$ cat config.mk
export PLATFORM = sky130hd
export DESIGN_NAME = uart_baud_gen
export DESIGN_NICKNAME = d
export VERILOG_FILES = /design/src/rtl/uart_pkg.sv /design/src/rtl/uart_frac_div.sv /design/src/rtl/uart_baud_gen.sv
export SDC_FILE = /design/constraint.sdc
export NUM_CORES = 1
export LEC_CHECK = 0
export ABC_AREA = 1
export ABC_CLOCK_PERIOD_IN_PS = 3300
export CORE_UTILIZATION = 44
export DETAILED_ROUTE_END_ITERATION = 7
export GPL_TIMING_DRIVEN = 0
export PLACE_DENSITY_LB_ADDON = 0.15
export SLEW_MARGIN = 20
export SYNTH_ARGS = -nofsm -noshare
export SYNTH_HDL_FRONTEND = slang
export SYNTH_SLANG_ARGS = --single-unit
$ cat constraint.sdc
create_clock -name clk -period 3.3 [get_ports clk]
set_clock_uncertainty 0.1 [all_clocks]
set_input_delay 0.66 -clock clk [delete_from_list [all_inputs] [get_ports clk]]
set_output_delay 0.66 -clock clk [all_outputs]
set_load 0.01 [all_outputs]
$ cat src/rtl/uart_pkg.sv
// Shared UART types and helpers: divisor struct, reset-default divisor
// calculation and the standard baud rates.
package uart_pkg;

    typedef struct packed {
        logic [31:0] div_int;
        logic [31:0] div_frac;
    } baud_div_t;

    localparam int unsigned BAUD_4800   = 4800;
    localparam int unsigned BAUD_9600   = 9600;
    localparam int unsigned BAUD_19200  = 19200;
    localparam int unsigned BAUD_38400  = 38400;
    localparam int unsigned BAUD_57600  = 57600;
    localparam int unsigned BAUD_115200 = 115200;
    localparam int unsigned BAUD_128000 = 128000;

    // clk_hz / (baud * oversample) in fixed point, rounded to the nearest
    // 1/2^frac_w, then split into integer and fractional parts.
    function automatic baud_div_t calc_div(input longint unsigned clk_hz,
                                           input longint unsigned baud,
                                           input longint unsigned oversample,
                                           input int unsigned     frac_w = 8);
        longint unsigned den;
        longint unsigned q;
        baud_div_t       r;
        den        = baud * oversample;
        q          = ((clk_hz << frac_w) + den / 2) / den;
        r.div_int  = 32'(q >> frac_w);
        r.div_frac = 32'(q & ((64'd1 << frac_w) - 1));
        return r;
    endfunction

endpackage

$ cat src/rtl/uart_frac_div.sv
// Fractional divider: emits one rx_tick per div_int(+carry) clk cycles, with a
// shadow divisor that is only swapped in at a period boundary.
module uart_frac_div #(
    parameter int unsigned       DIV_W    = 16,
    parameter int unsigned       FRAC_W   = 8,
    parameter logic [DIV_W-1:0]  DEF_INT  = DIV_W'(2),
    parameter logic [FRAC_W-1:0] DEF_FRAC = '0
) (
    input  logic              clk,
    input  logic              rst,
    input  logic              en,
    input  logic              load,
    input  logic [DIV_W-1:0]  load_int,
    input  logic [FRAC_W-1:0] load_frac,
    input  logic              restart,
    output logic              wrap,
    output logic              tick
);

    logic              run;
    logic              pend_vld;
    logic              start;
    logic [DIV_W-1:0]  cnt;
    logic [DIV_W-1:0]  act_int;
    logic [DIV_W-1:0]  pend_int;
    logic [DIV_W-1:0]  sel_int;
    logic [DIV_W-1:0]  reload;
    logic [FRAC_W-1:0] acc;
    logic [FRAC_W-1:0] act_frac;
    logic [FRAC_W-1:0] pend_frac;
    logic [FRAC_W-1:0] sel_frac;
    logic [FRAC_W:0]   sum;

    // NOTE: every combinational output gets a default first so no latch is inferred.
    always_comb begin
        sel_int  = act_int;
        sel_frac = act_frac;
        if (load) begin
            sel_int  = load_int;
            sel_frac = load_frac;
        end else if (pend_vld) begin
            sel_int  = pend_int;
            sel_frac = pend_frac;
        end
        sum    = {1'b0, acc} + {1'b0, sel_frac};
        // sel_int >= 2, so the reload value cannot wrap
        reload = sel_int - DIV_W'(1) + DIV_W'(sum[FRAC_W]);
        start  = en && (!run || restart);
        wrap   = en && run && !restart && (cnt == '0);
    end

    // NOTE: sequential state is written with non-blocking assignments only.
    always_ff @(posedge clk or negedge rst) begin
        if (!rst) begin
            run       <= 1'b0;
            cnt       <= '0;
            acc       <= '0;
            act_int   <= DEF_INT;
            act_frac  <= DEF_FRAC;
            pend_int  <= '0;
            pend_frac <= '0;
            pend_vld  <= 1'b0;
            tick      <= 1'b0;
        end else begin
            tick <= wrap;

            // Divisor swaps only when idle or at a boundary; otherwise park it.
            if (!en || start || wrap) begin
                act_int  <= sel_int;
                act_frac <= sel_frac;
                pend_vld <= 1'b0;
            end else if (load) begin
                pend_int  <= load_int;
                pend_frac <= load_frac;
                pend_vld  <= 1'b1;
            end

            if (!en) begin
                run <= 1'b0;
                cnt <= '0;
                acc <= '0;
            end else if (start) begin
                run <= 1'b1;
                cnt <= sel_int - DIV_W'(1);
                acc <= '0;
            end else if (wrap) begin
                cnt <= reload;
                acc <= sum[FRAC_W-1:0];
            end else begin
                cnt <= cnt - DIV_W'(1);
            end
        end
    end

endmodule

$ cat src/rtl/uart_baud_gen.sv
// UART baud generator: rx_tick at OVERSAMPLE x baud and tx_tick at baud, both
// single-cycle enables on clk, with a run-time programmable fractional divisor.
module uart_baud_gen
    import uart_pkg::*;
#(
    parameter int unsigned CLK_HZ     = 50_000_000,
    parameter int unsigned BAUD_DEF   = BAUD_9600,
    parameter int unsigned OVERSAMPLE = 16,
    parameter int unsigned DIV_W      = 16,
    parameter int unsigned FRAC_W     = 8
) (
    input  logic              clk,
    input  logic              rst,
    input  logic              en,
    input  logic              div_load,
    input  logic [DIV_W-1:0]  div_int,
    input  logic [FRAC_W-1:0] div_frac,
    input  logic              rx_restart,
    output logic              rx_tick,
    output logic              tx_tick,
    output logic              div_err
);

    localparam baud_div_t DIV_DEF = calc_div(64'(CLK_HZ), 64'(BAUD_DEF),
                                             64'(OVERSAMPLE), FRAC_W);
    localparam logic [DIV_W-1:0]  DIV_DEF_INT  = DIV_DEF.div_int[DIV_W-1:0];
    localparam logic [FRAC_W-1:0] DIV_DEF_FRAC = DIV_DEF.div_frac[FRAC_W-1:0];
    localparam int unsigned       OS_W         = (OVERSAMPLE > 2) ? $clog2(OVERSAMPLE) : 1;
    localparam logic [OS_W-1:0]   OS_LAST      = OS_W'(OVERSAMPLE - 1);

    logic             bad_int;
    logic             wrap;
    logic [DIV_W-1:0] clamp_int;
    logic [OS_W-1:0]  os_cnt;

    // A divisor below 2 cannot produce distinct strobes; run at 2 and flag it.
    always_comb begin
        bad_int   = div_int < DIV_W'(2);
        clamp_int = bad_int ? DIV_W'(2) : div_int;
    end

    uart_frac_div #(
        .DIV_W    (DIV_W),
        .FRAC_W   (FRAC_W),
        .DEF_INT  (DIV_DEF_INT),
        .DEF_FRAC (DIV_DEF_FRAC)
    ) u_frac_div (
        .clk       (clk),
        .rst       (rst),
        .en        (en),
        .load      (div_load),
        .load_int  (clamp_int),
        .load_frac (div_frac),
        .restart   (rx_restart),
        .wrap      (wrap),
        .tick      (rx_tick)
    );

    always_ff @(posedge clk or negedge rst) begin
        if (!rst) begin
            os_cnt  <= '0;
            tx_tick <= 1'b0;
            div_err <= 1'b0;
        end else begin
            tx_tick <= wrap && (os_cnt == OS_LAST);
            if (div_load) begin
                div_err <= bad_int;
            end
            if (!en || rx_restart) begin
                os_cnt <= '0;
            end else if (wrap) begin
                os_cnt <= (os_cnt == OS_LAST) ? '0 : os_cnt + OS_W'(1);
            end
        end
    end

endmodule

; After elaboration in Yosys (flattened, before gate mapping)
; Index checks and enable logic that the tools add are counted.
[word_totals]
register_bits = 81
in_bits = 29
word_cells = 56
[classes]
add_sub_neg = 5
n_lt_le_gt_ge = 1
n_eq_ne = 3
n_mux = 18
bitwise_logic = 1
n_reduce_logical = 16
[op_table]
columns = op, n
row1 = $mux W16, 6
row2 = $mux W8, 5
row3 = $sub A16 B1 Y16 const B, 2
row4 = $add A16 B1 Y16, 1
row5 = $logic_not A16 Y1, 1
row6 = $lt A16 B2 Y1 const B, 1
row7 = $mux W4, 3
row8 = $add A8 B8 Y9, 1
row9 = $logic_and A1 B1 Y1, 5
row10 = $add A4 B1 Y4 const B, 1
row11 = $eq A4 B4 Y1 const B, 1
row12 = $logic_or A1 B1 Y1, 4
row13 = $mux W1, 4
row14 = $reduce_bool A2 Y1, 2
row15 = $logic_not A1 Y1, 3
row16 = $ne A3 B1 Y1 const B, 1
row17 = $ne A2 B1 Y1 const B, 1
row18 = $reduce_and A2 Y1, 1
row19 = $not A1 Y1, 1

; Depth between registers and ports, before layout
[depth]
word_depth = 8
depth_mapped = 27

; Hierarchy
; From an unflattened synthesis, not the netlist that was laid out.
[hier_totals]
cells_unflattened = 765
area_unflattened_um2 = 5575.3
[modules_own_cells]
columns = module, n_inst, cells_per_inst, area_each_um2
row1 = uart_frac_div, 1, 699, 5146.2
row2 = uart_baud_gen, 1, 66, 429.2

; Worst setup path after synthesis
; Ideal clock, no wire load.
[synth_timing]
kind = input -> register
from = input div_load
to = register u_frac_div.cnt[10]
setup_time_ps = 119
t_arrival_ps = 3820
t_required_ps = 3081
path_slack_ps = -739
cell_stages = 25
cell_sequence = buf_2 -> buf_2 -> buf_1 -> a22oi_1 -> ha_1 -> fa_1 -> nand2_1 -> nand2_1 -> a21oi_1 -> nor2_1 -> nor2_1 -> nor2_1 -> nor2_1 -> nor2_1 -> o21ai_0 -> nand2_1 -> ha_1 -> ha_1 -> and2_1 -> nand3_2 -> nor2_4 -> nand3_2 -> nand2_1 -> a21oi_1 -> nor2_1
[synth_between]
elab_chain_cells = 6
[synth_lines]
columns = element, line
row1 = from (decl), uart_baud_gen.sv:15  ; input logic div_load,
row2 = $mux W8, uart_frac_div.sv:38  ; if (load) begin
row3 = via u_frac_div.sel_frac[0], uart_frac_div.sv:31  ; logic [FRAC_W-1:0] sel_frac;
row4 = $add A8 B8 Y9, uart_frac_div.sv:45  ; sum = {1'b0, acc} + {1'b0, sel_frac};
row5 = $add A16 B1 Y16, uart_frac_div.sv:47  ; reload = sel_int - DIV_W'(1) + DIV_W'(sum[FRAC_W]);
row6 = $mux W16, uart_frac_div.sv:86  ; end else if (wrap) begin
row7 = $mux W16, uart_frac_div.sv:82  ; end else if (start) begin
row8 = $mux W16, uart_frac_div.sv:78  ; if (!en) begin
row9 = to (signal assigned), uart_frac_div.sv:84  ; cnt <= sel_int - DIV_W'(1);
row10 = to (signal assigned), uart_frac_div.sv:87  ; cnt <= reload;
row11 = to (signal assigned), uart_frac_div.sv:90  ; cnt <= cnt - DIV_W'(1);
row12 = to (decl), uart_frac_div.sv:23  ; logic [DIV_W-1:0] cnt;
; The timed path passes the listed nets, and every way through them passes these cells.
; A chain may end at the register's enable or synchronous reset.

; Final worst setup path
[layout_timing]
from = input div_frac[2]
to = register u_frac_div.cnt[12]
[layout_between]
elab_chain_cells = 6
[layout_lines]
columns = element, line
row1 = from (decl), uart_baud_gen.sv:17  ; input logic [FRAC_W-1:0] div_frac,
row2 = $mux W8, uart_frac_div.sv:38
row3 = via u_frac_div.sel_frac[2], uart_frac_div.sv:31
row4 = $add A8 B8 Y9, uart_frac_div.sv:45
row5 = $add A16 B1 Y16, uart_frac_div.sv:47
row6 = $mux W16, uart_frac_div.sv:86
row7 = $mux W16, uart_frac_div.sv:82
row8 = $mux W16, uart_frac_div.sv:78
; The timed path passes the listed nets, and every way through them passes these cells.

==> results.md <==
- Power density cells: 462.0 mW/mm²
- VDD IR max: 0.2732 mV
- Vias per inst: 5.367
- Post-Syn Area: 0.005299 mm²
- Complex-gate fraction of the synthesized area: 0.1270
- Synth Warn #: 0
- Via count: a little over 5,000
- Hold_buf cts: 0
- Met1 Wirelength: approximately 6700 µm
- Nets@finish: 857
- Wirelength, routed: about 14,000 µm
- CTS Buf Count: 9
- Critical R2R Launch: u_frac_div.pend_vld
- Critical Path End Type: flop
- Buffers on Ports: 30
- Critical Path End: u_frac_div.cnt[12]
- Number of global-route vias before repair: 5,008
- Total congestion overflow: 0
- Post-synthesis xor/xnor area fraction: 0.02928
- Maximum fanout along the worst path: 6
- Mapped Nets: 791
- Pleak: 3.166 nW
- Share of cells above drive strength 1: 0.1870
- Post-Synthesis Cells: 747
- Slew HR: 0.5163
- Largest family of logic cells by synthesized area: simple AND/OR/NAND/NOR gates
- Final Hold Violating Endpoints: 0
- Syn Area/Cell: ~7 µm²
- Sum Neg Setup Slack: -915.5 ps
- Area leader, netlist: dfrtp_1
- Starting Density: 0.4582
- Die Ht: 111.7 µm
- Core region area: 0.01156 mm²
- Critical setup path kind: primary input to flop
- Status: complete, but fails checks
- Multi-input gate area: 0.003053 mm²
- Clock buffer depth: 2
- Max Fclk: 290.6 MHz
- Post-route clock period utilization: 1.043
- Critical Path RT: 3440 ps
- Fin crit period: 3442 ps
- #FFs+latches synth: 81
- Top Metal Used: met4
- Register area share after synthesis: 0.3842
- Slew at the pin closest to its max-slew limit: about 720 ps
- Setup violations, final: 11
- Area Growth Syn to Fin: 24.20%
- Antenna Nets Post-Route: 0
- Die ar.: 0.01249 mm²
- Cells on worst reg2reg path: 24
- Met2 routed WL: 6966 µm
- CP max-delay cell: clkdlybuf4s50_1
- Row cnt: 39
- CTS clock-pin slew for the worst setup and hold paths: ~70 ps
- Final Power: around 3.0 mW
- # DRC: 2
- Clock sink count: 81
- Reg-to-reg critical path endpoint: u_frac_div.cnt[10]
- Count of pins over their slew limit: 0
- CTS tree: built
- Failing checks: design-rule violations, negative setup slack
- R2r setup slk: -140 ps
- HP Class: primary input to asynchronous set/reset pin
- Ranking of synthesized cells by area: dfrtp_1, nand2_1, o21ai_0, inv_1, nor2_1
- Initial antenna violation count: 0
- Worst path max stage delay: roughly 460 ps
- Iter 0 DRT Violations: 441
- Synth Area in Simple Gates: 0.3419
- Worst hold slack: 153.8 ps
- Met3 routed WL: about 530 µm
- First-pass GRT wire length: roughly 24,000 µm
- Synth top area share: 0.3495
- Setup ws final: -141.7 ps
- Diode count: 0
- Most common cell after layout, fill and taps aside: nand2_1
- Synthesized-area fraction occupied by adder cells: 0.03684
- Root Buffer: clkbuf_16
- Most frequent cells in the layout: nand2_1, dfrtp_1, inv_1
- Clock Latency Late Sink: 350 ps
- RSZ-0062 raised after global routing: yes
- Max Cap Violations: 0
- RD Place Congestion: ~0.87
- Seq. cell area: 0.002037 mm²
- Fill count: between 1,000 and 1,500
- I/O pins: 32
- Most common cell on crit path: nor2_1
- Multiplexer share of the synthesized area: 0
- Die W: 111.7 µm
- WP data arrival: 3580 ps
- Post-DP HPWL: roughly 10,000 µm
- Overall Global Routing Usage: 0.2468
- Crit path from: div_frac[2]
- Cell breakdown of the critical path: clkdlybuf4s50_1 > inv_1 > a22oi_2 > ha_4 > nand2_2 > nand2_2 > a21oi_2 > nor2_1 > nor2_1 > nor2_1 > nor2_1 > nor2_1 > o21ai_1 > nand2_1 > ha_4 > ha_4 > and2_4 > nand3_4 > nor2_4 > nand3_2 > nor2_1 > nand2_1 > nand3_1 > nand2_1
- Post-synth cell types: 45
- Routed len/inst: 15.05 µm
- Pre-antenna DRT Iters: 8
- Crit start category: primary input
- # H-tree levels: 3
- Pin count of the biggest net entering global routing: 50
-- routing by layer --
layer | GRT usage | vias up
met2 | 0.4170 | 127
met1 | 0.3232 | 2464
met5 | 0 | -
li1 | - | 2548
met3 | 0.03811 | 19
met4 | 0.08108 | 0
-- report_power, final --
group	internal, mW	switching [mW]
sequential	1.12	0.0776
combinational	0.277	0.455
clock	0.687	0.423
-- worst min-delay path by stage --
stage,end,depth (start not counted)
after floorplan,div_err,0
after global placement,u_frac_div.act_frac[7],2
after detailed placement,u_frac_div.act_frac[0],2
after CTS,u_frac_div.pend_frac[6],1
after global routing,u_frac_div.pend_frac[6],1
final,u_frac_div.pend_frac[6],1
-- sequential cells by signal, indices dropped and copies added (netlist names) --
| name | count |
|---|---|
| u_frac_div.pend_frac | 8 |
| u_frac_div.act_frac | 8 |
| u_frac_div.acc | 8 |
| u_frac_div.tick | 1 |
| u_frac_div.pend_int | 16 |
| tx_tick | 1 |
| os_cnt | 4 |
| u_frac_div.cnt | 16 |
| u_frac_div.run | 1 |
| div_err | 1 |
| u_frac_div.pend_vld | 1 |
| u_frac_div.act_int | 16 |
-- logic make-up (layout without fill, tap and decap cells) --
| kind of cell | count (synthesis) | after routing |
|---|---|---|
| simple gates | 412 | 412 |
| compound gates | 120 | 120 |
| buf+inv | 103 | 174 |
| flops | 81 | 81 |
| xor+xnor | 16 | 16 |
| fa+ha+maj | 15 | 15 |
-- cells in the mapped netlist --
cell type    n
nand2_1    254
dfrtp_1     74
inv_1       61
nor2_1      59
o21ai_0     49
nand3_1     42
a21oi_1     26
inv_2       18
ha_1        14
o21ai_1     14
nand2_2     11
nand4_1     11
a22oi_1     10
clkbuf_1     9
nor2_4       8
nor3_1       8
xor2_1       8
dfstp_2      7
nand3_2      7
buf_2        6
xnor2_1      6
buf_4        5
o22ai_1      5
o211ai_1     4
a31oi_1      3
nor3_2       3
nor4_1       3
a22o_1       2
buf_6        2
nor2_2       2
o31ai_1      2
a21boi_1     1
a21o_1       1
a221oi_1     1
and2_1       1
buf_1        1
clkinv_1     1
fa_1         1
o21ai_2      1
o21bai_1     1
or2_1        1
or2_2        1
or3b_2       1
xnor2_2      1
xor2_2       1
-- final cells by class --
cell class	count	share of cell area
Clock inverter	4	0.01160
Buffer	18	0.01806
Clock buffer	12	0.03745
Timing Repair Buffer	60	0.08593
Multi-Input combinational cell	563	0.4639
Tap cell	143	0.02719
Inverter	80	0.04639
Sequential cell	81	0.3095
-- repair_timing --
action,CTS,global route
endpoints found under the setup margin,17,15
pin swaps,25,31
resized for setup,32,27
setup buffers,22,7
-- per-stage QoR --
stage / area, µm² / setup slack (ps) / utilization / instances
detailed placement: 5874 / -1213 / 0.5080 / 921
CTS: 6451 / -218.8 / 0.5578 / 956
floorplan: 5370 / -216.7 / - / 747
finish: 6581 / -141.7 / 0.5691 / 961
global placement: 5849 / -1543 / 0.5058 / 920
global route: 6581 / -369.7 / 0.5691 / 961
-- critical path, delay by kind of cell --
kind,cells,cell delay [ps]
AND/OR/NAND/NOR,16,1520
AO/OA/AOI/OAI,3,400
adder cells (fa/ha/maj),3,490
buffers and inverters,2,520
Power figures use the tool's default switching activity.
